$ cat src/rtl/cpu_pkg.sv
// ---------------------------------------------------------------
// cpu_pkg : shared CPU encodings (branch select, fetch FSM, widths)
// rev 1.0
// ---------------------------------------------------------------
`default_nettype none

package cpu_pkg;

  localparam int INST_W = 16;

  localparam logic [2:0] BS_BEQ  = 3'b000;
  localparam logic [2:0] BS_BNE  = 3'b001;
  localparam logic [2:0] BS_JR   = 3'b010;
  localparam logic [2:0] BS_JAL  = 3'b011;
  localparam logic [2:0] BS_NONE = 3'b100;

  typedef enum logic [1:0] {
    ST_REQ  = 2'd0,
    ST_HOLD = 2'd1,
    ST_STOP = 2'd2
  } fetch_state_t;

endpackage

`default_nettype wire

$ cat src/rtl/next_pc_calc.sv
// ---------------------------------------------------------------
// next_pc_calc : successor PC from branch select, zero flag, offset, RA
// rev 1.0
// ---------------------------------------------------------------
`default_nettype none

module next_pc_calc
  import cpu_pkg::*;
#(
  parameter int PC_W = 8
) (
  input  logic [2:0]        bs,
  input  logic              zero,
  input  logic [5:0]        off,
  input  logic [INST_W-1:0] ra,
  input  logic [PC_W-1:0]   pc_out,
  output logic [PC_W-1:0]   next_pc
);

  logic [PC_W-1:0] w_seq;
  logic [PC_W-1:0] w_taken;

  assign w_seq   = pc_out + PC_W'(1);
  assign w_taken = w_seq + {{(PC_W-6){off[5]}}, off};

  // Only the low PC_W bits of the register value form a jump target.
  generate
    if (PC_W < INST_W) begin : g_ra_hi
      logic w_unused_ra_hi;
      assign w_unused_ra_hi = ^ra[INST_W-1:PC_W];
    end
  endgenerate

  always_comb begin
    next_pc = w_seq;
    case (bs)
      BS_BEQ:         next_pc = zero ? w_taken : w_seq;
      BS_BNE:         next_pc = zero ? w_seq : w_taken;
      BS_JR, BS_JAL:  next_pc = ra[PC_W-1:0];
      BS_NONE:        next_pc = w_seq;
      default:        next_pc = w_seq;
    endcase
  end

endmodule

`default_nettype wire

$ cat src/rtl/fetch_unit.sv
// ---------------------------------------------------------------
// fetch_unit : PC ownership, imem req/ack fetch, redirect, retire count
// rev 1.0
// ---------------------------------------------------------------
`default_nettype none

module fetch_unit
  import cpu_pkg::*;
#(
  parameter int              PC_W     = 8,
  parameter logic [PC_W-1:0] RESET_PC = '0
) (
  input  logic              clk,
  input  logic              rst,
  output logic              imem_req,
  output logic [PC_W-1:0]   imem_addr,
  input  logic              imem_ack,
  input  logic [INST_W-1:0] imem_data,
  output logic [INST_W-1:0] inst,
  output logic              inst_valid,
  output logic [PC_W-1:0]   pc_out,
  output logic [PC_W-1:0]   pc_link,
  input  logic              ex_done,
  input  logic [2:0]        bs,
  input  logic [5:0]        off,
  input  logic              zero,
  input  logic [INST_W-1:0] ra,
  input  logic              halt,
  input  logic              resume,
  output logic              halted,
  output logic [15:0]       retired
);

  fetch_state_t r_state;
  fetch_state_t w_state_nxt;

  logic [PC_W-1:0]   r_pc;
  logic [PC_W-1:0]   r_pc_out;
  logic [INST_W-1:0] r_inst;
  logic              r_inst_valid;
  logic [15:0]       r_retired;
  logic [PC_W-1:0]   w_next_pc;
  logic              w_fetch;
  logic              w_retire;

  assign w_fetch  = (r_state == ST_REQ)  && imem_ack;
  assign w_retire = (r_state == ST_HOLD) && ex_done;

  next_pc_calc #(.PC_W(PC_W)) u_next_pc (
    .bs      (bs),
    .zero    (zero),
    .off     (off),
    .ra      (ra),
    .pc_out  (r_pc_out),
    .next_pc (w_next_pc)
  );

  always_ff @(posedge clk or posedge rst) begin
    if (rst) r_state <= ST_REQ;
    else     r_state <= w_state_nxt;
  end

  always_comb begin
    w_state_nxt = r_state;
    case (r_state)
      ST_REQ:  if (imem_ack) w_state_nxt = ST_HOLD;
      ST_HOLD: if (ex_done)  w_state_nxt = halt ? ST_STOP : ST_REQ;
      ST_STOP: if (resume)   w_state_nxt = ST_REQ;
      default: w_state_nxt = ST_REQ;
    endcase
  end

  always_comb begin
    imem_req = 1'b0;
    halted   = 1'b0;
    case (r_state)
      ST_REQ:  imem_req = 1'b1;
      ST_STOP: halted   = 1'b1;
      default: ;
    endcase
  end

  // A halting instruction still redirects the PC; resume continues from there.
  always_ff @(posedge clk or posedge rst) begin
    if (rst) begin
      r_pc         <= RESET_PC;
      r_pc_out     <= RESET_PC;
      r_inst       <= '0;
      r_inst_valid <= 1'b0;
      r_retired    <= '0;
    end else begin
      if (w_fetch) begin
        r_inst       <= imem_data;
        r_inst_valid <= 1'b1;
        r_pc_out     <= r_pc;
      end
      if (w_retire) begin
        r_inst_valid <= 1'b0;
        r_pc         <= w_next_pc;
        r_retired    <= r_retired + 16'd1;
      end
    end
  end

  assign imem_addr  = r_pc;
  assign inst       = r_inst;
  assign inst_valid = r_inst_valid;
  assign pc_out     = r_pc_out;
  assign pc_link    = r_pc_out + PC_W'(1);
  assign retired    = r_retired;

endmodule

`default_nettype wire

$ cat config.mk
export PLATFORM = sky130hd
export DESIGN_NAME = fetch_unit
export DESIGN_NICKNAME = d
export VERILOG_FILES = /design/src/rtl/cpu_pkg.sv /design/src/rtl/next_pc_calc.sv /design/src/rtl/fetch_unit.sv
export SDC_FILE = /design/constraint.sdc
export NUM_CORES = 1
export LEC_CHECK = 0
export ABC_CLOCK_PERIOD_IN_PS = 4200
export CAP_MARGIN = 0
export CORE_UTILIZATION = 30
export DETAILED_ROUTE_END_ITERATION = 8
export GPL_ROUTABILITY_DRIVEN = 0
export GPL_TIMING_DRIVEN = 1
export MAX_ROUTING_LAYER = met4
export PLACE_DENSITY = 0.55
export SYNTH_ARGS = -nofsm -noshare
export SYNTH_HDL_FRONTEND = slang
export SYNTH_HIERARCHICAL = 1
export SYNTH_SLANG_ARGS = --single-unit
$ cat constraint.sdc
create_clock -name clk -period 4.2 [get_ports clk]
set_clock_uncertainty 0.15 [all_clocks]
set_input_delay 0.63 -clock clk [delete_from_list [all_inputs] [get_ports clk]]
set_output_delay 0.63 -clock clk [all_outputs]
set_load 0.05 [all_outputs]
* After elaboration in Yosys (flattened, before gate mapping)
Cells that the tools add are included.
** Storage, ports and cells
- Flip-flop bits (word level) :: 51
- Latch bits :: 0
- Bits in writable memories :: 0
- Memory bits (read-only) :: 0
- Output and inout port bits :: 59
- Logic and storage cells :: 36
- Memories :: 0
** Cells by class
- $add $sub $neg :: 3
- Multipliers :: 0
- Div/mod/pow operators :: 0
- Magnitude comparators :: 0
- Eq/ne operators :: 8
- Shift operators :: 0
- Multiplexer cells :: 12
- Bitwise operators :: 0
- Reductions and logical operators :: 7
** Operators by type and width (count)
- one-hot mux 8 bit (3 select lines) :: 1
- adder 16 x 1 -> 16 bit (second input constant) :: 1
- 2-to-1 mux 8 bit :: 2
- adder 8 x 1 -> 8 bit (second input constant) :: 1
- adder 8 bit :: 1
- 2-to-1 mux 2 bit :: 4
- == test 3 x 2 -> 1 bit (second input constant) :: 2
- != test 2 bit (second input constant) :: 3
- one-hot mux 2 bit (3 select lines) :: 1
- 2-to-1 mux 1 bit :: 4
- == test 3 x 1 -> 1 bit (second input constant) :: 1
- zero test 3 bit :: 1
- AND reduction 3 bit :: 1
- == test 2 x 1 -> 1 bit (second input constant) :: 1
- == test 2 bit (second input constant) :: 1
- logical AND 1 bit :: 2
- zero test 2 bit :: 1
- nonzero test 2 bit :: 1
- OR reduction 2 bit :: 1

* Logic depth before layout (Yosys ltp)
- Depth in word-level cells :: 4
- Depth in mapped cells :: 11
- Gate-level depth less buffers :: 11

* Hierarchy
Netlist, hierarchy kept.
** By module, submodules not included
- fetch_unit :: instances 1, cells each 174, area each 2142.1 sq um
- next_pc_calc :: instances 1, cells each 97, area each 675.6 sq um

* Least setup slack after synthesis
No wires, ideal clock.
- Path kind :: reg2reg
- Start point :: reg r_pc_out[0] (netlist: pc_out[0])
- End point :: reg r_pc[7] (netlist: imem_addr[7])
- Data arrival time :: 3.232 ns
- Required time :: 3.984 ns
- Setup slack :: 0.752 ns
- Cell stages (with the launch flop) :: 12
- Buffers on the path :: 0
- Cells stage by stage :: dfrtp_1 ha_1 nand3_1 xnor2_1 ha_1 a21oi_2 mux2_4 or4b_1 mux2_1 nor2_1 nand2_1 nand2_1
** Between the ends
- Cells in the longest elaborated chain, start to end :: 4
- Elaborated cells on any way between the ends :: 5
- Classes of those cells :: add/sub (2); mux (3)
** Ends and longest elaborated chain
- start: declaration :: RTL line fetch_unit.sv:38 : logic [PC_W-1:0] r_pc_out;
- start signal: assignment :: RTL line fetch_unit.sv:95 : r_pc_out <= r_pc;
- adder 8 x 1 -> 8 bit (*) :: RTL line next_pc_calc.sv:23 : assign w_seq = pc_out + PC_W'(1);
- adder 8 bit :: RTL line next_pc_calc.sv:24 : assign w_taken = w_seq + {{(PC_W-6){off[5]}}, off};
- 2-to-1 mux 8 bit (on tied branches) :: RTL line next_pc_calc.sv:38, next_pc_calc.sv:37
- one-hot mux 8 bit (3 select lines) (*) :: RTL line next_pc_calc.sv:36 : case (bs)
- named net w_next_pc[7] :: RTL line fetch_unit.sv:42 : logic [PC_W-1:0] w_next_pc;
- end signal: assignment :: RTL line fetch_unit.sv:99 : r_pc <= w_next_pc;
- end: declaration :: RTL line fetch_unit.sv:37 : logic [PC_W-1:0] r_pc;
The timed path passes the listed nets; every way through them passes the cells marked *.
A chain may end at the register's enable or synchronous reset.

* Worst setup path in the final report
Ends and elaborated chain as after synthesis.

==> reports/results.ini <==
[detailed_routing]
final_antenna_net_count=0
drt_iter0_drc=91
viasPerCell=4.89
totalWireLength_um=6970
drc=0
drtPass1Iterations=4
routedWlPerCell_um=14.6
via_count=2337

[worst_setup_path]
criticalPathCategory=reg2reg
crit_family=simple AND/OR/NAND/NOR gates
crit_required_ns=4.28
crit_path_max_incr_delay_ns=0.59
slowest_stage=dfrtp_1
crit_path_end_kind=flip-flop
critPathMaxFanout=11
start_kind=flip-flop
rr_worst_depth=11
crit_cells=11
path_cells=ha_1, nand3_1, xnor2_1, ha_1, a21oi_2, mux2_4, or4b_1, mux2_1, nor2_1, nand2_1, nand2_1
cp_num_buf_inv=0
crit_arrival_ns=3.54

[power]
switchingPower_uw=1650
swShare_pct=50.5
pwr-share-clk_pct=10.1
seqPwrFrac_pct=26.9
power.leakage_uw=0.00170
cellPowerDensity_nw_per_um2=816
p_int_uw=1610
ir_drop_uv=388
p_total_uw=3260
comb_power_share_pct=63.1

[clocking]
holdBufCountCts=0
clock_path_buffers=2
cts_setup_buffers=0
clk_latency_ns=0.30
htree_levels=2
clk_pin_slew_ns=0.09
cts_repair_resize_count=0
root_buffer=clkbuf_8
cts_tree=yes
numCtsBuffers=5
cts.sinks=51

[die]
initial_core_util_pct=31.7
die_y_um=98.9
coreArea_um2=8890
io_pins=107
dieArea_um2=9780
core.rowCount=34
dieWidth_um=98.9

[global_route]
grt_pass1_wl_um=11500
track_usage_pct=15.2
antenna_found_initial=0
grt_overflow=0
grt_pass1_vias=2347
grt_max_degree=52

[synthesis]
ys_seq_elements=51
synthFlopType=dfrtp_1
async_flop_share_pct=100
syn-instance-count=271
yosysSeqAreaShare_pct=45.3
synth_fp_nets=330
synth_edf_count=0
synth_area_um2=2820
syn_avg_cell_area_um2=10.4
synthDistinctLibCells=46
synth-warning-count=6

[min_path]
worstHoldPathType=reg2reg
hold_depth=1

[timing]
maxSlewViolCount=0
finalCriticalPeriod_ns=3.46
period_share_pct=82.3
hold_viol_final=0
slew_headroom_pct=28.4
tightest_slew_ns=1.07
setup-violations-final=0
whs_ns=0.342
fmax_mhz=289
tns_ns=0
grt_setup_unrepaired=false

[run]
maxCapViolCount=0

[run_status]
outcome=complete, no violations

[finish]
drive_above_1_share_pct=10.0
fillCellCount=873
diodes=0
nNetsFinal=429
area_delta_synth_final_pct=41.8

[place]
port_buffers=98
dpl.hpwl_um=5220

[cells in the final DEF (no fill, tap or decap), types with 4 or more instances in the layout]
master / n
a21oi_1: 8
and3_1: 4
clkbuf_8: 5
clkdlybuf4s50_1: 98
dfrtp_1: 51
ha_1: 10
inv_1: 9
mux2_2: 22
nand2_1: 37
nand3_1: 13
nand4_1: 4
nor2_1: 13
nor3_1: 7
o21ai_0: 12
o22ai_1: 4
xnor2_1: 21
xor2_1: 9
[power by group through the flow]
stage | Sequential, µW | Clock (µW) | Combinational, µW
2_1_floorplan | 1490 | 0 | 800
5_1_grt | 917 | 363 | 2180
3_5_place_dp | 884 | 0 | 2060
3_3_place_gp | 877 | 0 | 2050
6_report | 875 | 328 | 2060
4_1_cts | 876 | 344 | 2070
[layer usage]
layer | up-vias | global-route usage [%] | wire [µm]
met5 | - | - | 0
met4 | 0 | 3.79 | 57
met3 | 4 | 1.99 | 295
met2 | 65 | 25.2 | 3400
met1 | 1122 | 19.8 | 3220
li1 | 1146 | - | -
[path summary, 6_finish.rpt]
path	slack (ns)	startpoint	end
setup / recovery	0.74	pc_out[0]	imem_addr[7]
hold / removal	0.34	inst_valid	inst_valid
setup reg to reg	0.74	pc_out[0]	imem_addr[7]
hold reg to reg	0.34	inst_valid	inst_valid
max in group asynchronous	2.47	rst	pc_out[2]
min in group asynchronous	0.74	rst	inst[5]
[Yosys cell counts, types with 2 or more instances]
| cell | n | share of area, % |
|---|---|---|
| a211oi_1 | 2 | 0.53 |
| a21o_1 | 2 | 0.53 |
| a21oi_1 | 8 | 1.4 |
| and3_1 | 4 | 0.89 |
| and4_1 | 3 | 0.93 |
| buf_6 | 3 | 1.2 |
| clkbuf_1 | 4 | 0.53 |
| dfrtp_1 | 51 | 45 |
| ha_1 | 10 | 4.4 |
| inv_1 | 10 | 1.3 |
| mux2_2 | 22 | 8.8 |
| nand2_1 | 37 | 4.9 |
| nand3_1 | 13 | 2.3 |
| nand4_1 | 4 | 0.89 |
| nor2_1 | 13 | 1.7 |
| nor2b_1 | 3 | 0.67 |
| nor3_1 | 7 | 1.2 |
| o211ai_1 | 2 | 0.53 |
| o21ai_0 | 12 | 2.1 |
| o22a_1 | 2 | 0.62 |
| o22ai_1 | 4 | 0.89 |
| or2_2 | 2 | 0.44 |
| or4b_1 | 2 | 0.71 |
| xnor2_1 | 21 | 6.5 |
| xor2_1 | 9 | 2.8 |
[state kept, by name, indices dropped and copies added (netlist names)]
name,cells
pc_out,8
r_state,2
inst,16
imem_addr,8
inst_valid,1
retired,16
[layout make-up]
| type | instances | area (µm²) | share of cell area [%] |
|---|---|---|---|
| Clock buffer | 6 | 72.6 | 1.82 |
| Clock inverter | 1 | 30.0 | 0.752 |
| Inverter | 10 | 37.5 | 0.940 |
| Multi-Input combinational cell | 203 | 1460 | 36.4 |
| Sequential cell | 51 | 1280 | 31.9 |
| Tap cell | 108 | 135 | 3.38 |
| Timing Repair Buffer | 99 | 988 | 24.7 |
[logic make-up (layout without fill, tap and decap cells)]
logic type	Yosys count	after routing	share of synthesized area (%)
mux	25	25	10.1
simple gates	96	96	17.7
fa+ha+maj	11	11	5.15
flops	51	51	45.3
xor+xnor	30	30	9.33
compound gates	41	41	9.37
buf+inv	17	116	3.06
[through the flow]
step | area, µm² | util [%] | worst slack, ns | cells
floorplan | 2820 | - | 0.752 | 271
global placement | 3890 | 43.8 | 0.728 | 471
detailed placement | 3890 | 43.8 | 0.684 | 471
CTS | 4000 | 44.9 | 0.754 | 478
global route | 4000 | 44.9 | 0.530 | 478
finish | 4000 | 44.9 | 0.745 | 478
[worst register-to-register path, delay by kind of cell (launching register included)]
kind | cells | cell delay [ns]
adder cells (fa/ha/maj) | 2 | 0.66
multiplexers | 2 | 0.63
flip-flops | 1 | 0.59
AND/OR/NAND/NOR | 5 | 0.90
XOR/XNOR | 1 | 0.23
AO/OA/AOI/OAI | 1 | 0.25
Note: power is estimated with default switching activity, not from simulation.
